### src/rtl/k_instr_issue.sv
`default_nettype none
// ============================================================================
// k_instr_issue : operand-pair FIFO plus output register that issues LOAD
//                 words (or an all-zero NOP) to the decode stage.
// Optional macro K_ISSUE_STATS_EN adds the issued_cnt consume counter.
// Revision      : 1.0
// ============================================================================

module k_instr_issue #(
    parameter int          DEPTH       = 4,
    parameter logic [31:0] OPCODE_LOAD = 32'h1
) (
    input  logic                       clk,
    input  logic                       rst,
    input  logic                       flush,
    input  logic                       in_valid,
    output logic                       in_ready,
    input  logic [31:0]                in_op_a,
    input  logic [31:0]                in_op_b,
    output logic                       out_valid,
    input  logic                       out_ready,
    output logic [31:0]                instruction,
    output logic [31:0]                loader,
    output logic [31:0]                loader1,
`ifdef K_ISSUE_STATS_EN
    output logic [15:0]                issued_cnt,
`endif
    output logic [$clog2(DEPTH+1)-1:0] count
);

    localparam int PTR_W = $clog2(DEPTH);
    localparam int CNT_W = $clog2(DEPTH+1);
    localparam logic [CNT_W-1:0] C_DEPTH = CNT_W'(DEPTH);

    typedef enum logic [0:0] {
        S_IDLE  = 1'b0,
        S_ISSUE = 1'b1
    } state_t;

    state_t             state_q;
    logic [PTR_W-1:0]   wr_ptr_q;
    logic [PTR_W-1:0]   rd_ptr_q;
    logic [CNT_W-1:0]   count_q;
    logic [CNT_W-1:0]   count_d;
    logic [31:0]        instr_q;
    logic [31:0]        loader_q;
    logic [31:0]        loader1_q;
    logic [63:0]        mem_q [DEPTH];

    logic               push_w;
    logic               consume_w;
    logic               pop_w;
    logic [63:0]        head_w;

    assign in_ready  = (count_q < C_DEPTH);
    assign out_valid = (state_q == S_ISSUE);
    assign push_w    = in_valid & in_ready;
    assign consume_w = out_valid & out_ready;
    // The FIFO head moves into OREG whenever OREG is free or being vacated.
    assign pop_w     = ((state_q == S_IDLE) | consume_w) & (count_q != '0);
    assign count_d   = count_q + CNT_W'(push_w) - CNT_W'(pop_w);
    assign head_w    = mem_q[rd_ptr_q];

    assign count       = count_q;
    assign instruction = instr_q;
    assign loader      = loader_q;
    assign loader1     = loader1_q;

    always_ff @(posedge clk) begin
        if (!rst && !flush && push_w) begin
            mem_q[wr_ptr_q] <= {in_op_a, in_op_b};
        end
    end

    always_ff @(posedge clk) begin
        if (rst || flush) begin
            state_q   <= S_IDLE;
            wr_ptr_q  <= '0;
            rd_ptr_q  <= '0;
            count_q   <= '0;
            instr_q   <= '0;
            loader_q  <= '0;
            loader1_q <= '0;
        end else begin
            if (push_w) begin
                wr_ptr_q <= wr_ptr_q + PTR_W'(1);
            end
            if (pop_w) begin
                rd_ptr_q <= rd_ptr_q + PTR_W'(1);
            end
            count_q <= count_d;

            case (state_q)
                S_IDLE: begin
                    if (pop_w) begin
                        state_q   <= S_ISSUE;
                        instr_q   <= OPCODE_LOAD;
                        loader_q  <= head_w[63:32];
                        loader1_q <= head_w[31:0];
                    end
                end
                S_ISSUE: begin
                    if (pop_w) begin
                        instr_q   <= OPCODE_LOAD;
                        loader_q  <= head_w[63:32];
                        loader1_q <= head_w[31:0];
                    end else if (consume_w) begin
                        state_q   <= S_IDLE;
                        instr_q   <= '0;
                        loader_q  <= '0;
                        loader1_q <= '0;
                    end
                end
                default: begin
                    state_q <= S_IDLE;
                end
            endcase
        end
    end

`ifdef K_ISSUE_STATS_EN
    logic [15:0] issued_cnt_q;

    // Only reset clears the statistic; flush leaves it intact.
    always_ff @(posedge clk) begin
        if (rst) begin
            issued_cnt_q <= '0;
        end else if (consume_w) begin
            issued_cnt_q <= issued_cnt_q + 16'd1;
        end
    end

    assign issued_cnt = issued_cnt_q;
`endif

endmodule

`default_nettype wire

### config.mk
export PLATFORM = sky130hd
export DESIGN_NAME = k_instr_issue
export DESIGN_NICKNAME = d
export VERILOG_FILES = /design/src/rtl/k_instr_issue.sv
export SDC_FILE = /design/constraint.sdc
export NUM_CORES = 1
export LEC_CHECK = 0
export CAP_MARGIN = 10
export CORE_UTILIZATION = 30
export CTS_CLUSTER_DIAMETER = 80
export CTS_CLUSTER_SIZE = 8
export DETAILED_ROUTE_END_ITERATION = 8
export PLACE_DENSITY = 0.55
export SLEW_MARGIN = 20
export SYNTH_ARGS = -nofsm -noshare
export SYNTH_HDL_FRONTEND = slang
export SYNTH_SLANG_ARGS = --single-unit
### constraint.sdc
create_clock -name clk -period 4.13 [get_ports clk]
set_input_delay 0.413 -clock clk [delete_from_list [all_inputs] [get_ports clk]]
set_output_delay 0.413 -clock clk [all_outputs]
set_load 0.005 [all_outputs]
==> reports/results.ini, run 1 <==
[clock_network]
htreeDepth = 2
cts_resized = 0
cts_tree = yes
clk_pin_slew_ps = 50
numClockSinks = 331
hold_buffers = 0
insertion_delay_ps = 540
clockBufferDepth = 3
clockRootBuffer = clkbuf_16
cts_made_buffers = 47
postCtsSetupRepairBufs = 0

[place]
io_buffers = 138
globalplace.congestion = 0.673
hpwl_mm = 14.4
placed_cell_area_um2 = 13900

[route]
wl_met2_mm = 12.9
drc_errors = 0
via_per_inst = 4.61
wl_per_cell_um = 19.8
ant_nets = 0
highest_layer = met5
firstDrtPassIters = 4
dr_wl_met3_mm = 1.21
dr_total_vias = 5964
drt-met1-wl_mm = 11.0
postRouteWirelength_mm = 25.6
drtIter0Drc = 291

[worst_setup_path]
cp_data_arrival_time_ps = 2960
start_kind = flip-flop
crit_required_ps = 4600
regToRegEndpoint = loader[9]$_SDFFE_PP0P_
r2r-start = count[2]$_SDFF_PP0_
criticalPathCategory = reg2reg
reg2reg_slack_ps = 1640
path_delay_family = compound AO/OA/AOI/OAI gates
path_cells = or3_4 > o21ai_4 > buf_4 > a32o_1
cpMaxStageDelayCell = o21ai_4
critPathMaxFanout = 36
r2r_cells = 4
endpoint_kind = flip-flop
slowest_delay_ps = 790
crit_buf_inv = 1

[job]
max-cap-violations = 0

[floorplanning]
fp.coreArea_um2 = 39100
die-width_um = 202
start_util_pct = 30.7
rows = 72
ios = 170
die_area_um2 = 40900
die_h_um = 202

[logic_synthesis]
synth_area_per_cell_um2 = 20.9
synth_warnings = 0
synthCells = 574
synthDistinctLibCells = 30
syn-cell-area_um2 = 12000
ys_ff_latch = 331
synth-edff-count = 256
ys_async_sr_fraction_pct = 0
synth_compound_area_share_pct = 5.86
synth_adder_area_share_pct = 0.791
yosys.area_share.simple_pct = 1.04
synthMuxAreaShare_pct = 12.1
synth.yosys.seq_area_share_pct = 76.4
synth_xor_area_share_pct = 0.219
synth_top_family_by_area = multiplexers
ys.flop_type = edfxtp_1

[cells_and_area]
final_layout_size_suffix_gt1_share_pct = 17.8
fin_util_pct = 39.1
fin_nets = 814
area_growth_pct = 27.2
diodes = 0
fin_area_um2 = 15300

[grt]
grt_overflow = 0
antenna_found_initial = 1
grt_max_degree = 66
grt_usage_pct = 12.9
grt_pass1_wl_mm = 39.4
grt_pass1_vias = 6460

[timing]
finalClockSkew_ps = 16.4
final.setup.tns_ps = 0
worst_slew_pin_slew_ps = 1070
layout_min_cycle_time_ps = 2490
setup_violations = 0
rsz0062_at_grt = false
final_max_slew_viol_count = 0
min_period_over_period_pct = 60.3
maxSlewHeadroom_pct = 28.4
hold_viol = 0
max_clock_freq_mhz = 401

[power]
power.leakage_nw = 4.84
vdd_drop_max_mv = 0.332
power_density_nw_per_um2 = 590

[min_path]
hold_path_startpoint = rd_ptr_q[1]$_SDFFE_PP0P_
holdPathStages = 2
worstHoldPathType = reg2reg

[status]
status = finished clean

==> final cells by class <==
cell class,instances,area (um^2)
fill,3616,23800
inverter,8,30.0
clock inverter,1,7.51
multi-input combinational,199,2550
sequential,331,9200
clock buffer,86,1370
timing repair buffer,151,1490
tap,518,648
==> logic make-up after synthesis <==
kind of cell | Yosys count
DFF | 331
buffers and inverters | 74
AOI/OAI and AO/OA | 73
muxes | 65
and+or+nand+nor | 20
adders and majority gates | 7
xor gates and xnor gates | 3
other | 1
==> how the worst max path moves through the flow <==
| stage | startpoint | end | slack (ps) | cells past startpoint |
|---|---|---|---|---|
| 6_report | count[2]$_SDFF_PP0_ | loader[9]$_SDFFE_PP0P_ | 1640 | 4 |
| 5_1_grt | count[2]$_SDFF_PP0_ | loader[9]$_SDFFE_PP0P_ | 1450 | 4 |
| 4_1_cts | count[2]$_SDFF_PP0_ | loader[9]$_SDFFE_PP0P_ | 1560 | 4 |
| 3_5_place_dp | in_valid | count[2]$_SDFF_PP0_ | 1210 | 10 |
| 3_3_place_gp | in_valid | count[2]$_SDFF_PP0_ | 1210 | 10 |
| 2_1_floorplan | flush | mem_q[0][0]$_DFFE_PP_ | 1150 | 3 |
==> power breakdown <==
group          leakage (nW)  switching [mW]  internal (mW)  total (mW)
sequential             2.92           0.194           3.80        3.99
combinational          1.28           0.761          0.743        1.50
clock                 0.648            1.32           2.20        3.52
==> cell usage after synthesis, types with 2 or more instances <==
| master | count | share of area, % |
|---|---|---|
| edfxtp_1 | 256 | 64 |
| a32o_1 | 64 | 5.3 |
| buf_4 | 31 | 1.9 |
| inv_1 | 8 | 0.25 |
| dfxtp_1 | 75 | 12 |
| buf_2 | 20 | 0.83 |
| mux4_2 | 64 | 12 |
| nor3_2 | 2 | 0.17 |
| nor2b_1 | 2 | 0.10 |
| a21oi_1 | 4 | 0.17 |
| ha_1 | 6 | 0.62 |
| clkbuf_1 | 14 | 0.44 |
| and2_1 | 2 | 0.10 |
| nor2_1 | 5 | 0.16 |
| xnor2_1 | 3 | 0.22 |
| and3_1 | 4 | 0.21 |
==> layer usage <==
layer  GRT usage [%]  vias up
met5               0        -
met4            4.30        2
met3            3.10       47
met2            21.9      175
met1            16.0     3068
li1                -     2672
==> tightest hold or removal path: cells and delay by family, from the launching register on <==
family / cells / cell delay (ps)
flip-flops: 1 / 310
AO/OA/AOI/OAI: 2 / 130
==> per-stage QoR <==
stage / hold slack [ps] / power [mW] / cells / worst slack [ps]
finish: 485 / 9.02 / 1294 / 1640
global route: 504 / 9.45 / 1294 / 1450
CTS: 475 / 9.19 / 1294 / 1560
detailed placement: 465 / 5.62 / 1207 / 1210
global placement: 477 / 5.61 / 1207 / 1210
floorplan: 453 / 4.92 / 604 / 1150
==> state kept, by name, indices dropped and copies added, names as in the netlist, named ones only <==
signal,flops
count,3
instruction,1
loader,32
loader1,32
mem_q,256
out_valid,1
rd_ptr_q,2
wr_ptr_q,2
==> layout by cell type (no fill, tap or decap), drive strengths merged <==
cell type,count
clkdlybuf4s50,138
and2,2
dfxtp,75
xnor2,3
or3,1
nand2b,1
buf,13
ha,6
a32o,64
mux2i,1
conb,31
fa,1
nor2b,2
inv,8
nor3,2
a21boi,1
mux4,64
o21a,1
o21ai,2
and3,4
nand3,1
a21oi,4
clkbuf,86
or4,1
edfxtp,256
nor2,5
or2,1
o31ai,1
clkinvlp,1
Note: power is estimated with default switching activity, not from simulation.
==> inputs of run 2 (changes only) <==
==> constraint.sdc (replaced) <==
create_clock -name clk -period 2.5 [get_ports clk]
set_input_delay 0.25 -clock clk [delete_from_list [all_inputs] [get_ports clk]]
set_output_delay 0.25 -clock clk [all_outputs]
set_load 0.005 [all_outputs]
==> run 2 against run 1 <==
Effect of this change: critical endpoint is now count[2]$_SDFF_PP0_; die area did not move; clock power rose by 61%; combinational power rose by 85%; worst hold slack got worse by 140 ps; via count rose by 2.1%; first-iteration DRC count rose by 9.6%; total power rose by 66%; routed wire length rose by 0.80%; cell count barely moved; highest routed layer is now met4; maximum frequency rose by 7.5%.
==> reports/results.ini, run 2 (same netlist as run 1, synthesis figures left out) <==
[power]
power.leakage_nw = 4.90  ; +1.1%
vdd_drop_max_mv = 1.01  ; +210%
power_density_nw_per_um2 = 969  ; +64%

[clock_network]
clockRootBuffer = clkbuf_16
hold_buffers = 0  ; unchanged
insertion_delay_ps = 550  ; about the same
clk_pin_slew_ps = 50  ; about the same
cts_resized = 0  ; unchanged
htreeDepth = 2  ; unchanged
cts_made_buffers = 47  ; unchanged
postCtsSetupRepairBufs = 0  ; unchanged
cts_tree = yes
numClockSinks = 331  ; unchanged
clockBufferDepth = 3  ; unchanged

[worst_setup_path]
slowest_delay_ps = 420  ; -370 ps
critPathMaxFanout = 6  ; -83%
crit_required_ps = 2940  ; -1660 ps
path_delay_family = adder cells
criticalPathCategory = reg2reg
crit_buf_inv = 1  ; unchanged
cpMaxStageDelayCell = nor3_2
path_cells = nor3_2 > nor2_1 > ha_1 > inv_1 > ha_1 > fa_1 > xnor2_1 > xnor2_1 > nor2_1
cp_data_arrival_time_ps = 2750  ; -210 ps
start_kind = flip-flop
endpoint_kind = flip-flop

[route]
firstDrtPassIters = 4  ; unchanged
wl_per_cell_um = 19.9  ; +0.72%
dr_total_vias = 6089  ; +2.1%
drtIter0Drc = 319  ; +9.6%
ant_nets = 0  ; unchanged
drc_errors = 0  ; unchanged
postRouteWirelength_mm = 25.8  ; +0.80%
via_per_inst = 4.70  ; +2.0%

[timing]
min_period_over_period_pct = 92.7  ; +32 points
max_clock_freq_mhz = 431  ; +7.5%
final_max_slew_viol_count = 0  ; unchanged
final.setup.tns_ps = 0  ; unchanged
layout_min_cycle_time_ps = 2320  ; -174 ps
finalClockSkew_ps = 13.2  ; -3.29 ps
fin_ws_ps = 182  ; -1460 ps
rsz0062_at_grt = false
hold_viol = 0  ; unchanged
setup_violations = 0  ; unchanged

[floorplanning]
die_h_um = 202  ; unchanged
fp.coreArea_um2 = 39100  ; unchanged
ios = 170  ; unchanged
start_util_pct = 30.7  ; unchanged
rows = 72  ; unchanged
die_area_um2 = 40900  ; unchanged
die-width_um = 202  ; unchanged

[cells_and_area]
n_fill_cell = 3553  ; -1.7%
area_growth_pct = 28.4
fin_area_um2 = 15400  ; +0.95%
final_layout_size_suffix_gt1_share_pct = 18.6  ; +0.77 points
instances_no_fill = 1295  ; +0.077%
final_common_cell = edfxtp_1
most-common-layout-cells = edfxtp_1 (256), clkdlybuf4s50_1 (138), dfxtp_1 (73)
regMostFlops = mem_q
fin_nets = 820  ; +0.74%
largest_reg_flops = 256  ; unchanged

[grt]
grt_max_degree = 68  ; +3.0%
grt_overflow = 0  ; unchanged
grt_pass1_wl_mm = 39.4  ; -0.12%
grt_pass1_vias = 6358  ; -1.6%
antenna_found_initial = 1  ; unchanged
grt_usage_pct = 12.9  ; +0.081 points

[job]
max-cap-violations = 0  ; unchanged

[place]
io_buffers = 138  ; unchanged
placed_cell_area_um2 = 14100  ; +1.4%
hpwl_mm = 14.0  ; -2.7%
pre_cts_slack_ps = 151  ; -1060 ps
dp.cells = 1213  ; +0.50%
globalplace.congestion = 0.686  ; +1.9%

[min_path]
worstHoldPathType = in2reg

[status]
status = finished clean

-- run 2: changes by cell type in the layout (fill, tap and decap cells not counted) --
cell and delta:
buf_4 -6, clkinv_2 +1, clkinvlp_4 -1, clkbuf_16 -2, clkbuf_8 +1, buf_12 +12, diode_2 +1, clkbuf_1 -6
inv_6 +1
-- run 2: final cells by class --
type | instances | area (um^2) | area share (%)
Inverter | 8 | 30.0 | 0.195
Timing Repair Buffer | 157 | 1690 | 10.9
Clock buffer | 79 | 1310 | 8.46
Antenna cell | 1 | 2.50 | 0.0162
Sequential cell | 331 | 9200 | 59.6
Tap cell | 518 | 648 | 4.20
Clock inverter | 2 | 13.8 | 0.0892
Multi-Input combinational cell | 199 | 2550 | 16.5
-- run 2: through the flow --
step                      power, mW  util [%]  hold slack (ps)
after floorplan                8.13         -              349
after global placement         9.45      36.1              476
after detailed placement       9.48      36.1              483
after CTS                      15.3      39.5              299
after global routing           15.6      39.5              331
final                          15.0      39.5              348
-- run 2: final timing paths --
path,startpoint,end,slack (ps),cells past startpoint
hold reg to reg,loader1[15]$_SDFFE_PP0P_,loader1[15]$_SDFFE_PP0P_,490,1
setup / recovery,count[1]$_SDFF_PP0_,count[2]$_SDFF_PP0_,180,9
setup reg to reg,count[1]$_SDFF_PP0_,count[2]$_SDFF_PP0_,180,9
hold / removal,in_op_b[2],mem_q[1][2]$_DFFE_PP_,350,1
-- run 2: per-layer routing --
layer	wire, um	track usage (%)
met5	0	0
met1	11000	16.1
met2	12900	21.7
met4	685	5.40
met3	1270	2.93
-- run 2: power breakdown --
part	switching, mW	internal [mW]
Combinational	1.43	1.35
Sequential	0.221	6.28
Clock	2.18	3.50
==> inputs of run 3 (changes only) <==
--- a/config.mk
+++ b/config.mk
@@ -7,6 +7,7 @@
 export LEC_CHECK = 0
 export CAP_MARGIN = 10
 export CORE_UTILIZATION = 30
+export CTS_BUF_LIST = sky130_fd_sc_hd__clkbuf_16
 export CTS_CLUSTER_DIAMETER = 80
 export CTS_CLUSTER_SIZE = 8
 export DETAILED_ROUTE_END_ITERATION = 8
==> constraint.sdc (replaced) <==
create_clock -name clk -period 2.18 [get_ports clk]
set_input_delay 0.218 -clock clk [delete_from_list [all_inputs] [get_ports clk]]
set_output_delay 0.218 -clock clk [all_outputs]
set_load 0.005 [all_outputs]
==> run 3 against run 2 <==
Effect of this change: combinational power increased by 18%; worst hold slack got worse by 63 ps; clock skew increased by 6.3 ps; first-iteration DRC count decreased by 29%; die area unchanged; setup slack got worse by 20 ps; register-to-register slack got worse by 20 ps; sequential power increased by 14%; clock-buffer cell count decreased by 32; flip-flop and latch count unchanged; sequential share of layout area decreased by 0.48 points; core utilization increased by 0.32 points; largest cell class unchanged.
==> reports/results.ini, run 3 (same netlist as run 1, synthesis figures left out) <==
[status]
status = finished clean

[route]
firstDrtPassIters = 6  ; +2
wl_per_cell_um = 19.8  ; -0.54%
highest_layer = met5
dr_wl_met3_mm = 1.47  ; +16%
wl_met2_mm = 13.0  ; +0.66%
dr_total_vias = 6046  ; -0.71%
drtIter0Drc = 227  ; -29%
via_per_inst = 4.63  ; -1.5%
postRouteWirelength_mm = 25.9  ; +0.31%
drc_errors = 0  ; unchanged
ant_nets = 0  ; unchanged
drt-met1-wl_mm = 11.0  ; -0.29%

[job]
max-cap-violations = 0  ; unchanged

[worst_setup_path]
cp_data_arrival_time_ps = 2470  ; -280 ps
crit_required_ps = 2630  ; -310 ps
r2r_cells = 9  ; unchanged
start_kind = flip-flop
criticalPathCategory = reg2reg
r2r-start = count[1]$_SDFF_PP0_
endpoint_kind = flip-flop
crit_start = count[1]$_SDFF_PP0_
critPathMaxFanout = 5  ; -1

[clock_network]
htreeDepth = 2  ; unchanged
cts_tree = yes
clockBufferDepth = 3  ; unchanged
cts_made_buffers = 47  ; unchanged
insertion_delay_ps = 560  ; about the same
postCtsSetupRepairBufs = 0  ; unchanged
numClockSinks = 331  ; unchanged
clk_pin_slew_ps = 60  ; about the same
clockRootBuffer = clkbuf_16

[min_path]
hold_path_startpoint = in_op_b[17]
holdPathStages = 1  ; unchanged
worstHoldPathType = in2reg

[floorplanning]
die_h_um = 202  ; unchanged
ios = 170  ; unchanged
start_util_pct = 30.7  ; unchanged
fp.coreArea_um2 = 39100  ; unchanged
die-width_um = 202  ; unchanged
rows = 72  ; unchanged
die_area_um2 = 40900  ; unchanged

[cells_and_area]
regMostFlops = mem_q
area_growth_pct = 29.4
most-common-layout-cells = edfxtp_1 (256), clkdlybuf4s50_1 (138), dfxtp_1 (73)
diodes = 0  ; -1
largest_reg_flops = 256  ; unchanged
fin_nets = 827  ; +0.85%
ff_latch_area_um2 = 9200  ; unchanged
n_fill_cell = 3551  ; -0.056%
final_layout_size_suffix_gt1_share_pct = 19.2  ; +0.61 points
final_common_cell = edfxtp_1
multiInputGateArea_um2 = 2550  ; unchanged

[grt]
grt_max_degree = 68  ; unchanged
grt_overflow = 0  ; unchanged
antenna_found_initial = 1  ; unchanged
grt_pass1_wl_mm = 39.3  ; -0.14%
grt_usage_pct = 12.9  ; -0.069 points
grt_pass1_vias = 6417  ; +0.93%

[timing]
finalClockSkew_ps = 19.5  ; +6.33 ps
hold_viol = 0  ; unchanged
max_clock_freq_mhz = 496  ; +15%
final.setup.tns_ps = 0  ; unchanged
rsz0062_at_grt = false
final_max_slew_viol_count = 0  ; unchanged
layout_min_cycle_time_ps = 2020  ; -300 ps
min_period_over_period_pct = 92.6  ; -0.15 points
setup_violations = 0  ; unchanged

[place]
globalplace.congestion = 0.697  ; +1.5%
io_buffers = 138  ; unchanged
hpwl_mm = 14.3  ; +2.3%

[power]
vdd_drop_max_mv = 0.901  ; -11%
power_density_nw_per_um2 = 1100  ; +14%
power.leakage_nw = 5.10  ; +4.1%
finalPower_mw = 17.2  ; +15%

## run 3: changes by cell type in the layout (fill, tap and decap cells not counted), sizes merged
cell	before	now
inv	9	45
diode	1	0
clkinv	1	2
clkbuf	79	47
buf	19	26
## run 3: path summary, 6_finish.rpt
kind,endpoint,slack [ps]
max,count[2]$_SDFF_PP0_,160
min,mem_q[3][17]$_DFFE_PP_,290
max reg2reg,count[2]$_SDFF_PP0_,160
min reg2reg,flip-flop,470
## run 3: critical path, stage by stage, from the launching register on
cell and delay [ps]:
dfxtp_1 360, nor3_2 210, nor2_1 90, ha_1 280
inv_1 40, ha_1 180, fa_1 400, xnor2_1 170
xnor2_1 140, nor2_1 50
## run 3: routing by layer
metal / vias to the layer above / GRT usage [%]
met3: 38 / 3.45
met2: 171 / 21.7
li1: 2704 / -
met4: 2 / 4.56
met1: 3131 / 15.9
met5: - / 0
## run 3: final cells by class
type / instances / share of cell area (%)
sequential: 331 / 59.1
multi-input combinational: 199 / 16.4
timing repair buffer: 164 / 11.5
clock buffer: 47 / 7.56
tap: 518 / 4.16
clock inverter: 39 / 1.09
inverter: 8 / 0.193
## run 3: power by group
part           internal (mW)  switching (mW)
combinational           1.63            1.64
clock                   3.87            2.60
sequential              7.20           0.245
## run 3: through the flow
stage | util, % | hold WS, ps | area [um^2] | setup WS, ps | cells
floorplan | - | 317 | 12100 | 53.9 | 604
global placement | 36.4 | 458 | 14200 | -101 | 1220
detailed placement | 36.4 | 462 | 14200 | -103 | 1220
CTS | 39.8 | 248 | 15600 | 111 | 1306
global route | 39.8 | 277 | 15600 | 13.9 | 1306
finish | 39.8 | 285 | 15600 | 162 | 1306
## run 3: repair_timing
item	4_1_cts	5_1_grt
setup endpoints to repair	0	1
gates resized for setup	0	0
hold buffers	0	0
